**config.mk**
```make
export PLATFORM = sky130hd
export DESIGN_NAME = uart_rx_buffer_flat
export DESIGN_NICKNAME = d
export VERILOG_FILES = /design/src/rtl/uart_rx_buffer_if.sv /design/src/rtl/uart_rx_buffer.sv /design/src/flat_wrapper.sv
export SDC_FILE = /design/constraint.sdc
export NUM_CORES = 1
export LEC_CHECK = 0
export BUFFER_PORTS_ARGS = -buffer_cell sky130_fd_sc_hd__buf_4
export CAP_MARGIN = 40
export CORE_MARGIN = 2
export CORE_UTILIZATION = 30
export CTS_CLUSTER_SIZE = 10
export DETAILED_ROUTE_END_ITERATION = 6
export GPL_TIMING_DRIVEN = 0
export PLACE_DENSITY = 0.41
export SLEW_MARGIN = 10
export SYNTH_ARGS = -nofsm -noshare
export SYNTH_HDL_FRONTEND = slang
export SYNTH_SLANG_ARGS = --single-unit
```
**constraint.sdc**
```tcl
create_clock -name clk -period 3.37 [get_ports clk]
set_input_delay 0.1685 -clock clk [delete_from_list [all_inputs] [get_ports clk]]
set_output_delay 0.1685 -clock clk [all_outputs]
set_load 0.01 [all_outputs]
```
**src/rtl/uart_rx_buffer_if.sv**
```systemverilog
// Receive-buffer bus: write side from the UART receiver, read side to the consumer,
// plus status and sticky error flags. The buffer uses the slave modport.
interface uart_rx_buffer_if #(
    parameter int DATA_WIDTH = 8,
    parameter int DEPTH      = 32
);
    logic                     flush;
    logic                     wr_en;
    logic [DATA_WIDTH-1:0]    wr_data;
    logic                     rd_en;
    logic [DATA_WIDTH-1:0]    rd_data;
    logic                     rd_valid;
    logic                     full;
    logic                     empty;
    logic                     almost_full;
    logic                     almost_empty;
    logic [$clog2(DEPTH):0]   level;
    logic                     overflow;
    logic                     underflow;
    logic                     clr_err;

    modport master (
        output flush, wr_en, wr_data, rd_en, clr_err,
        input  rd_data, rd_valid, full, empty, almost_full, almost_empty,
               level, overflow, underflow
    );

    modport slave (
        input  flush, wr_en, wr_data, rd_en, clr_err,
        output rd_data, rd_valid, full, empty, almost_full, almost_empty,
               level, overflow, underflow
    );
endinterface

```
**src/rtl/uart_rx_buffer.sv**
```systemverilog
// UART receive FIFO with wrap-bit pointers, level/threshold flags and sticky errors.
// Define UART_RX_BUFFER_FWFT_EN for first-word-fall-through reads (default: registered reads).
module uart_rx_buffer #(
    parameter int DATA_WIDTH = 8,
    parameter int DEPTH      = 32,
    parameter int AF_LEVEL   = DEPTH - 4,
    parameter int AE_LEVEL   = 4
) (
    input  logic               clk,
    input  logic               rstn,
    uart_rx_buffer_if.slave    bus
);
    localparam int AW = $clog2(DEPTH);
    localparam int PW = AW + 1;
    localparam logic [PW-1:0] AF_THR = PW'(AF_LEVEL);
    localparam logic [PW-1:0] AE_THR = PW'(AE_LEVEL);

    logic [DATA_WIDTH-1:0] mem [DEPTH];
    logic [PW-1:0]         wr_ptr;
    logic [PW-1:0]         rd_ptr;
    logic [PW-1:0]         level;
    logic                  full;
    logic                  empty;
    logic                  rd_acc;
    logic                  wr_acc;
    logic                  ovf_evt;
    logic                  unf_evt;
    logic                  overflow;
    logic                  underflow;

    assign empty = (wr_ptr == rd_ptr);
    assign full  = (wr_ptr[AW-1:0] == rd_ptr[AW-1:0]) && (wr_ptr[AW] != rd_ptr[AW]);
    assign level = wr_ptr - rd_ptr;

    // A write into a full buffer is still accepted when a read frees the slot that cycle.
    assign rd_acc  = bus.rd_en && !empty && !bus.flush;
    assign wr_acc  = bus.wr_en && (!full || rd_acc) && !bus.flush;
    assign ovf_evt = bus.wr_en && full && !rd_acc && !bus.flush;
    assign unf_evt = bus.rd_en && empty && !bus.flush;

    always_ff @(posedge clk or negedge rstn) begin
        if (!rstn) begin
            wr_ptr <= '0;
            rd_ptr <= '0;
        end else if (bus.flush) begin
            wr_ptr <= '0;
            rd_ptr <= '0;
        end else begin
            if (wr_acc) wr_ptr <= wr_ptr + 1'b1;
            if (rd_acc) rd_ptr <= rd_ptr + 1'b1;
        end
    end

    always_ff @(posedge clk) begin
        if (wr_acc && rstn) mem[wr_ptr[AW-1:0]] <= bus.wr_data;
    end

    always_ff @(posedge clk or negedge rstn) begin
        if (!rstn) begin
            overflow  <= 1'b0;
            underflow <= 1'b0;
        end else begin
            if (ovf_evt)          overflow <= 1'b1;
            else if (bus.clr_err) overflow <= 1'b0;
            if (unf_evt)          underflow <= 1'b1;
            else if (bus.clr_err) underflow <= 1'b0;
        end
    end

`ifdef UART_RX_BUFFER_FWFT_EN
    // Head entry is presented directly; zero while empty so reset shows rd_data = 0.
    assign bus.rd_data  = empty ? '0 : mem[rd_ptr[AW-1:0]];
    assign bus.rd_valid = !empty;
`else
    logic [DATA_WIDTH-1:0] rd_q;
    logic                  rd_v;

    always_ff @(posedge clk or negedge rstn) begin
        if (!rstn) begin
            rd_q <= '0;
            rd_v <= 1'b0;
        end else begin
            rd_v <= rd_acc;
            if (rd_acc) rd_q <= mem[rd_ptr[AW-1:0]];
        end
    end

    assign bus.rd_data  = rd_q;
    assign bus.rd_valid = rd_v;
`endif

    assign bus.full         = full;
    assign bus.empty        = empty;
    assign bus.level        = level;
    assign bus.almost_full  = (level >= AF_THR);
    assign bus.almost_empty = (level <= AE_THR);
    assign bus.overflow     = overflow;
    assign bus.underflow    = underflow;
endmodule

```
**src/flat_wrapper.sv**
```systemverilog
// flat-port wrapper written by rule: the top's interface ports become plain ports
module uart_rx_buffer_flat 
#(
    parameter int DATA_WIDTH = 8,
    parameter int DEPTH      = 32,
    parameter int AF_LEVEL   = DEPTH - 4,
    parameter int AE_LEVEL   = 4
)
  (clk, rstn, bus_flush, bus_wr_en, bus_wr_data, bus_rd_en, bus_clr_err, bus_rd_data, bus_rd_valid, bus_full, bus_empty, bus_almost_full, bus_almost_empty, bus_level, bus_overflow, bus_underflow);
  uart_rx_buffer_if #(.DATA_WIDTH(DATA_WIDTH), .DEPTH(DEPTH)) bus_i ();
  input  logic clk;
  input  logic rstn;
  input wire logic [$bits(bus_i.flush)-1:0] bus_flush;
  input wire logic [$bits(bus_i.wr_en)-1:0] bus_wr_en;
  input wire logic [$bits(bus_i.wr_data)-1:0] bus_wr_data;
  input wire logic [$bits(bus_i.rd_en)-1:0] bus_rd_en;
  input wire logic [$bits(bus_i.clr_err)-1:0] bus_clr_err;
  output wire logic [$bits(bus_i.rd_data)-1:0] bus_rd_data;
  output wire logic [$bits(bus_i.rd_valid)-1:0] bus_rd_valid;
  output wire logic [$bits(bus_i.full)-1:0] bus_full;
  output wire logic [$bits(bus_i.empty)-1:0] bus_empty;
  output wire logic [$bits(bus_i.almost_full)-1:0] bus_almost_full;
  output wire logic [$bits(bus_i.almost_empty)-1:0] bus_almost_empty;
  output wire logic [$bits(bus_i.level)-1:0] bus_level;
  output wire logic [$bits(bus_i.overflow)-1:0] bus_overflow;
  output wire logic [$bits(bus_i.underflow)-1:0] bus_underflow;
  assign bus_i.flush = bus_flush;
  assign bus_i.wr_en = bus_wr_en;
  assign bus_i.wr_data = bus_wr_data;
  assign bus_i.rd_en = bus_rd_en;
  assign bus_i.clr_err = bus_clr_err;
  assign bus_rd_data = bus_i.rd_data;
  assign bus_rd_valid = bus_i.rd_valid;
  assign bus_full = bus_i.full;
  assign bus_empty = bus_i.empty;
  assign bus_almost_full = bus_i.almost_full;
  assign bus_almost_empty = bus_i.almost_empty;
  assign bus_level = bus_i.level;
  assign bus_overflow = bus_i.overflow;
  assign bus_underflow = bus_i.underflow;
  uart_rx_buffer #(.DATA_WIDTH(DATA_WIDTH), .DEPTH(DEPTH), .AF_LEVEL(AF_LEVEL), .AE_LEVEL(AE_LEVEL)) u_core (.clk(clk), .rstn(rstn), .bus(bus_i));
endmodule
```
Word level (Yosys, flattened, before mapping)
Memory sizes are Yosys's and may differ from the RTL's. A register that Yosys moved wholly into a read port is not among the register bits.
Cells that the tools add are included.
- register bits: 15
- memory bits (writable): 256
- bits of input ports: 14
- output and inout port bits: 21
- word-level logic and storage cells: 44
- memories: 1
- $add $sub $neg: 3
- $lt $le $gt $ge: 2
- equality and inequality tests: 3
- multiplexer cells: 9
- reduce and logical (&&, ||, !) cells: 21
- memories (memory ; words ; bits a word ; rd ports ; clocked after Yosys merged registers in ; wr ports ; RTL line ; text):
    u_core.mem ; 32 ; 8 ; 1 ; 1 ; 1 ; uart_rx_buffer.sv:18 ; logic [DATA_WIDTH-1:0] mem [DEPTH];
- operator list (cell ; number):
    6-bit two-way mux ; 4
    6-bit by 1-bit adder with 6-bit output (second input constant) ; 2
    1-bit logical AND ; 11
    2-bit nonzero test ; 4
    6-bit == test ; 1
    6-bit by 5-bit >= comparator with 1-bit output (second input constant) ; 1
    6-bit by 3-bit less-or-equal comparator with 1-bit output (second input constant) ; 1
    6-bit subtractor ; 1
    5-bit == test ; 1
    1-bit zero test ; 5
    1-bit two-way mux ; 5
    1-bit logical OR ; 1
    1-bit != test ; 1

Logic depth before layout (Yosys ltp)
- depth after elaboration: 10
- mapped depth: 11
- gate-level depth less buffers: 9

Worst setup path after synthesis
OpenSTA, ideal clock, no wires.
- path kind: register -> register
- start: register u_core.rd_ptr[1]
- end: memory u_core.mem[29][0] (enable)
- library setup time: 0.370 ns
- data arrival time: 2.474 ns
- required time: 3.000 ns
- slack: 0.526 ns
- stages on the path, launching flop included: 11
- buffers on the path: 2
- period minus slack after synthesis: 2.844 ns
- path through: dfrtp_1 -> buf_4 -> clkinv_1 -> clkbuf_1 -> ha_1 -> and4_1 -> nand3_1 -> nor2_1 -> and4bb_2 -> nand2_1 -> nor2_1
- word-level cells in the longest chain between the ends: 10
- elaborated cells between the ends (all ways): 13
- classes of those cells: eq/ne: 2; mux: 2; reduce/logical: 9
- RTL lines (item ; RTL line ; text):
    start: declaration ; uart_rx_buffer.sv:20 ; logic [PW-1:0] rd_ptr;
    start signal: assignment ; uart_rx_buffer.sv:50 ; if (rd_acc) rd_ptr <= rd_ptr + 1'b1;
    6-bit == test ; uart_rx_buffer.sv:31 ; assign empty = (wr_ptr == rd_ptr);
    1-bit zero test ; uart_rx_buffer.sv:36 ; assign rd_acc = bus.rd_en && !empty && !bus.flush;
    1-bit logical AND (2 in a row) ; uart_rx_buffer.sv:36 ;
    1-bit logical OR * ; uart_rx_buffer.sv:37 ; assign wr_acc = bus.wr_en && (!full || rd_acc) && !bus.flush;
    1-bit logical AND * (2 in a row) ; uart_rx_buffer.sv:37 ;
    1-bit logical AND * ; uart_rx_buffer.sv:55 ; if (wr_acc && rstn) mem[wr_ptr[AW-1:0]] <= bus.wr_data;
    1-bit two-way mux * ; uart_rx_buffer.sv:55 ;
    1-bit two-way mux (not written as such) * ; uart_rx_buffer.sv:55 ;
    end: declaration ; uart_rx_buffer.sv:18 ;
Mark *: on every way between the ends. The rest lies on a longest branch, timed or not.

Final worst setup path
- start: register u_core.rd_ptr[2]
- end: memory u_core.mem[20][6] (enable)
The elaborated chain is that of the path after synthesis.

==> qor.yml <==
synth_cell_types: 51
ios: 35
hp-class: "in -> reg"
grt_start_max_net_pins: 33
grt.overflow.total: 0
drt_iter0_markers: 324
rr_startpoint: "u_core.rd_ptr[2]"
hold_viol: 0
cts_tree: "yes"
clk_path_buf_depth: 3
die_h_microns: 198
antenna_found_initial: 0
critPathMaxFanout: 19
whs_ns: 0.101
ant_nets: 0
rr_worst_depth: 10
start_kind: "register"
drive_above_1_share_pct: 23.7
clock_sinks: 279
grt_pass1_wl_microns: 42200
rsz0062_at_grt: "no"
drt_pre_antenna_iters: 5
portBuffers: 34
vias: 6025
die_x_microns: 198
reg2reg_to: "u_core.mem[20][6]"
wirelength_microns: 29300
numCtsBuffers: 34
finalCritPeriodShare_pct: 92.9
period_needed_ns: 3.13
wl_per_cell_microns: 23.7
insertion_delay_ns: 0.50
synth_edf_count: 256
cts.clk_slew.worst_paths_ns: 0.05
synthTopCellsByCount: "256 x edfxtp_1, 52 x nor2_1, 50 x mux2i_1"
layout.nets: 735
drc: 0
fin_tns_setup_ns: 0
finalPower_mw: 8.32
start_util_pct: 30.3
utilization_pct: 36.1
dpl.hpwl_microns: 19600
cts_htree_levels: 2
min_delay_path_depth: 3
vias_per_cell: 4.88
area_delta_synth_final_pct: 19.0
worstSetupPathType: "reg -> reg"
critPathLaunch: "u_core.rd_ptr[2]"
powerDensity_mw_per_mm2: 617
async_reset_ff_share_pct: 8.24
synth-warning-count: 0
max_slew.worst_pin.slew_ns: 0.805
ys_ff_latch: 279
core_sq_mm: 0.0374
status: "finished clean"
synth_top_area_share_pct: 67.8
drv_slew: 0
synthFlopType: "edfxtp_1"
finClkSkew_ns: 0.0139
wl_met1_microns: 13100
slew_headroom_pct: 45.6
synth_area_sq_mm: 0.0113
yosys-top-cells-area: "edfxtp_1 68%, mux4_2 5.4%, dfrtp_1 5.1%, mux2i_1 4.4%, mux4_1 3.0%"
highest_layer: "met4"
wl_met2_microns: 14200
setup_viol: 0
routed-wl-met3_microns: 1330
ir_drop_v: 0.000284
routabilityCongestion: 0.806
num_antenna_cells: 0
ys_seq_area_share_pct: 72.9
rows: 71
hold_start: "bus_rd_en"
clock.fmax_ghz: 0.319
synth_nets: 656
r2r_slack_ns: 0.24
whs_endpoint: "u_core.bus.overflow"
synth_most_common_cell: "edfxtp_1"
max_cap_violations: 0
die-area_sq_mm: 0.0393
gr-usage-all-layers_pct: 15.2
synth_cells: 631
cp.arrival_ns: 3.33
syn_area_per_cell_sq_um: 18.0
setup.worst_path.end_class: "register"
cts_root_buf: "clkbuf_16"
p_leak_nw: 4.35
yosys.area.top_type: "edfxtp_1"
grt_pass1_vias: 6271
required_ns: 3.57
## cells in the final DEF, fill, tap and decap left out, types with 2 or more instances in the layout
| cell | n |
|---|---|
| edfxtp_1 | 256 |
| mux2i_1 | 50 |
| buf_4 | 43 |
| clkbuf_16 | 35 |
| mux4_2 | 27 |
| nand2_1 | 25 |
| nor2_4 | 23 |
| dfrtp_1 | 23 |
| nor2_1 | 21 |
| a21oi_1 | 20 |
| clkbuf_1 | 18 |
| mux4_1 | 13 |
| inv_1 | 12 |
| o21ai_0 | 12 |
| nand3_1 | 9 |
| a221oi_1 | 9 |
| ha_1 | 9 |
| xnor2_1 | 8 |
| nor2_2 | 8 |
| o221ai_1 | 8 |
| o22ai_1 | 7 |
| a211oi_1 | 7 |
| a21o_1 | 7 |
| buf_2 | 6 |
| xor2_1 | 5 |
| buf_8 | 4 |
| nand2_2 | 4 |
| dlygate4sd3_1 | 4 |
| nor2b_1 | 3 |
| o211ai_1 | 3 |
| buf_6 | 3 |
| a2111oi_2 | 3 |
| a2111oi_1 | 3 |
| clkbuf_4 | 2 |
| nand3b_1 | 2 |
| or3_1 | 2 |
| buf_12 | 2 |
| and2_1 | 2 |
| a22o_1 | 2 |
| clkinv_2 | 2 |
## layer usage
layer  vias up  track usage [%]
li1       2679                -
met5         -                0
met1      3164             20.6
met2       144             25.4
met3        38             2.40
met4         0             4.40
## logic make-up after synthesis
| family | count (synthesis) | synth area share, % |
|---|---|---|
| DFF | 279 | 72.9 |
| and+or+nand+nor | 108 | 4.22 |
| muxes | 90 | 12.8 |
| AOI/OAI and AO/OA | 86 | 5.44 |
| buffers and inverters | 44 | 2.33 |
| xor gates and xnor gates | 13 | 1.00 |
| adders and majority gates | 11 | 1.28 |
## per-stage QoR
stage / setup slack (ns) / std cells / area, sq um
6_report: 0.238 / 1234 / 13500
5_1_grt: 0.00568 / 1234 / 13500
4_1_cts: 0.0189 / 1233 / 13500
3_5_place_dp: -0.752 / 1182 / 12300
3_3_place_gp: -0.802 / 1176 / 12200
2_1_floorplan: 0.526 / 631 / 11300
## power by group
part | total (mW) | switching, mW | internal [mW]
logic | 1.26 | 0.686 | 0.577
clock network | 3.17 | 1.29 | 1.88
registers | 3.89 | 0.0454 | 3.85
## state kept, by name, indices dropped and copies added (netlist names)
register and cells:
u_core.bus.overflow 1, u_core.bus.rd_data 8, u_core.bus.rd_valid 1, u_core.bus.underflow 1
u_core.mem 256, u_core.rd_ptr 6, u_core.wr_ptr 6
## final cells by class
cell class | instances | area [sq um]
Timing Repair Buffer | 45 | 360
Tap cell | 511 | 639
Buffer | 28 | 215
Clock inverter | 4 | 22.5
Inverter | 14 | 58.8
Sequential cell | 279 | 8260
Fill cell | 3498 | 23900
Clock buffer | 45 | 913
Multi-Input combinational cell | 308 | 3020
## repair_timing
item / CTS / global route
gates resized for setup: 63 / 5
buffers inserted: 0 / 1
hold buffers: 4 / 0
endpoints found under the hold margin: 26 / 0
pin swaps: 0 / 1
endpoints found under the setup margin: 263 / 61
## worst max path at each step
stage	end	slack (ns)	cells past startpoint
finish	u_core.mem[20][6]	0.24	10
global route	bus_almost_empty	0.006	10
CTS	u_core.mem[20][6]	0.02	10
detailed placement	u_core.mem[24][5]	-0.75	10
global placement	u_core.mem[17][6]	-0.80	10
floorplan	u_core.mem[29][0]	0.53	10
## worst max-delay path, cell delays in order, from the launching register on
cell      delay, ns
dfrtp_1        0.34
clkbuf_4       0.24
buf_8          0.23
inv_1          0.15
ha_2           0.36
nand3_1        0.14
nor2_1         0.07
and4bb_2       0.39
nand2_2        0.31
nor2_2         0.37
buf_4          0.22
Note: power is estimated with default switching activity, not from simulation.
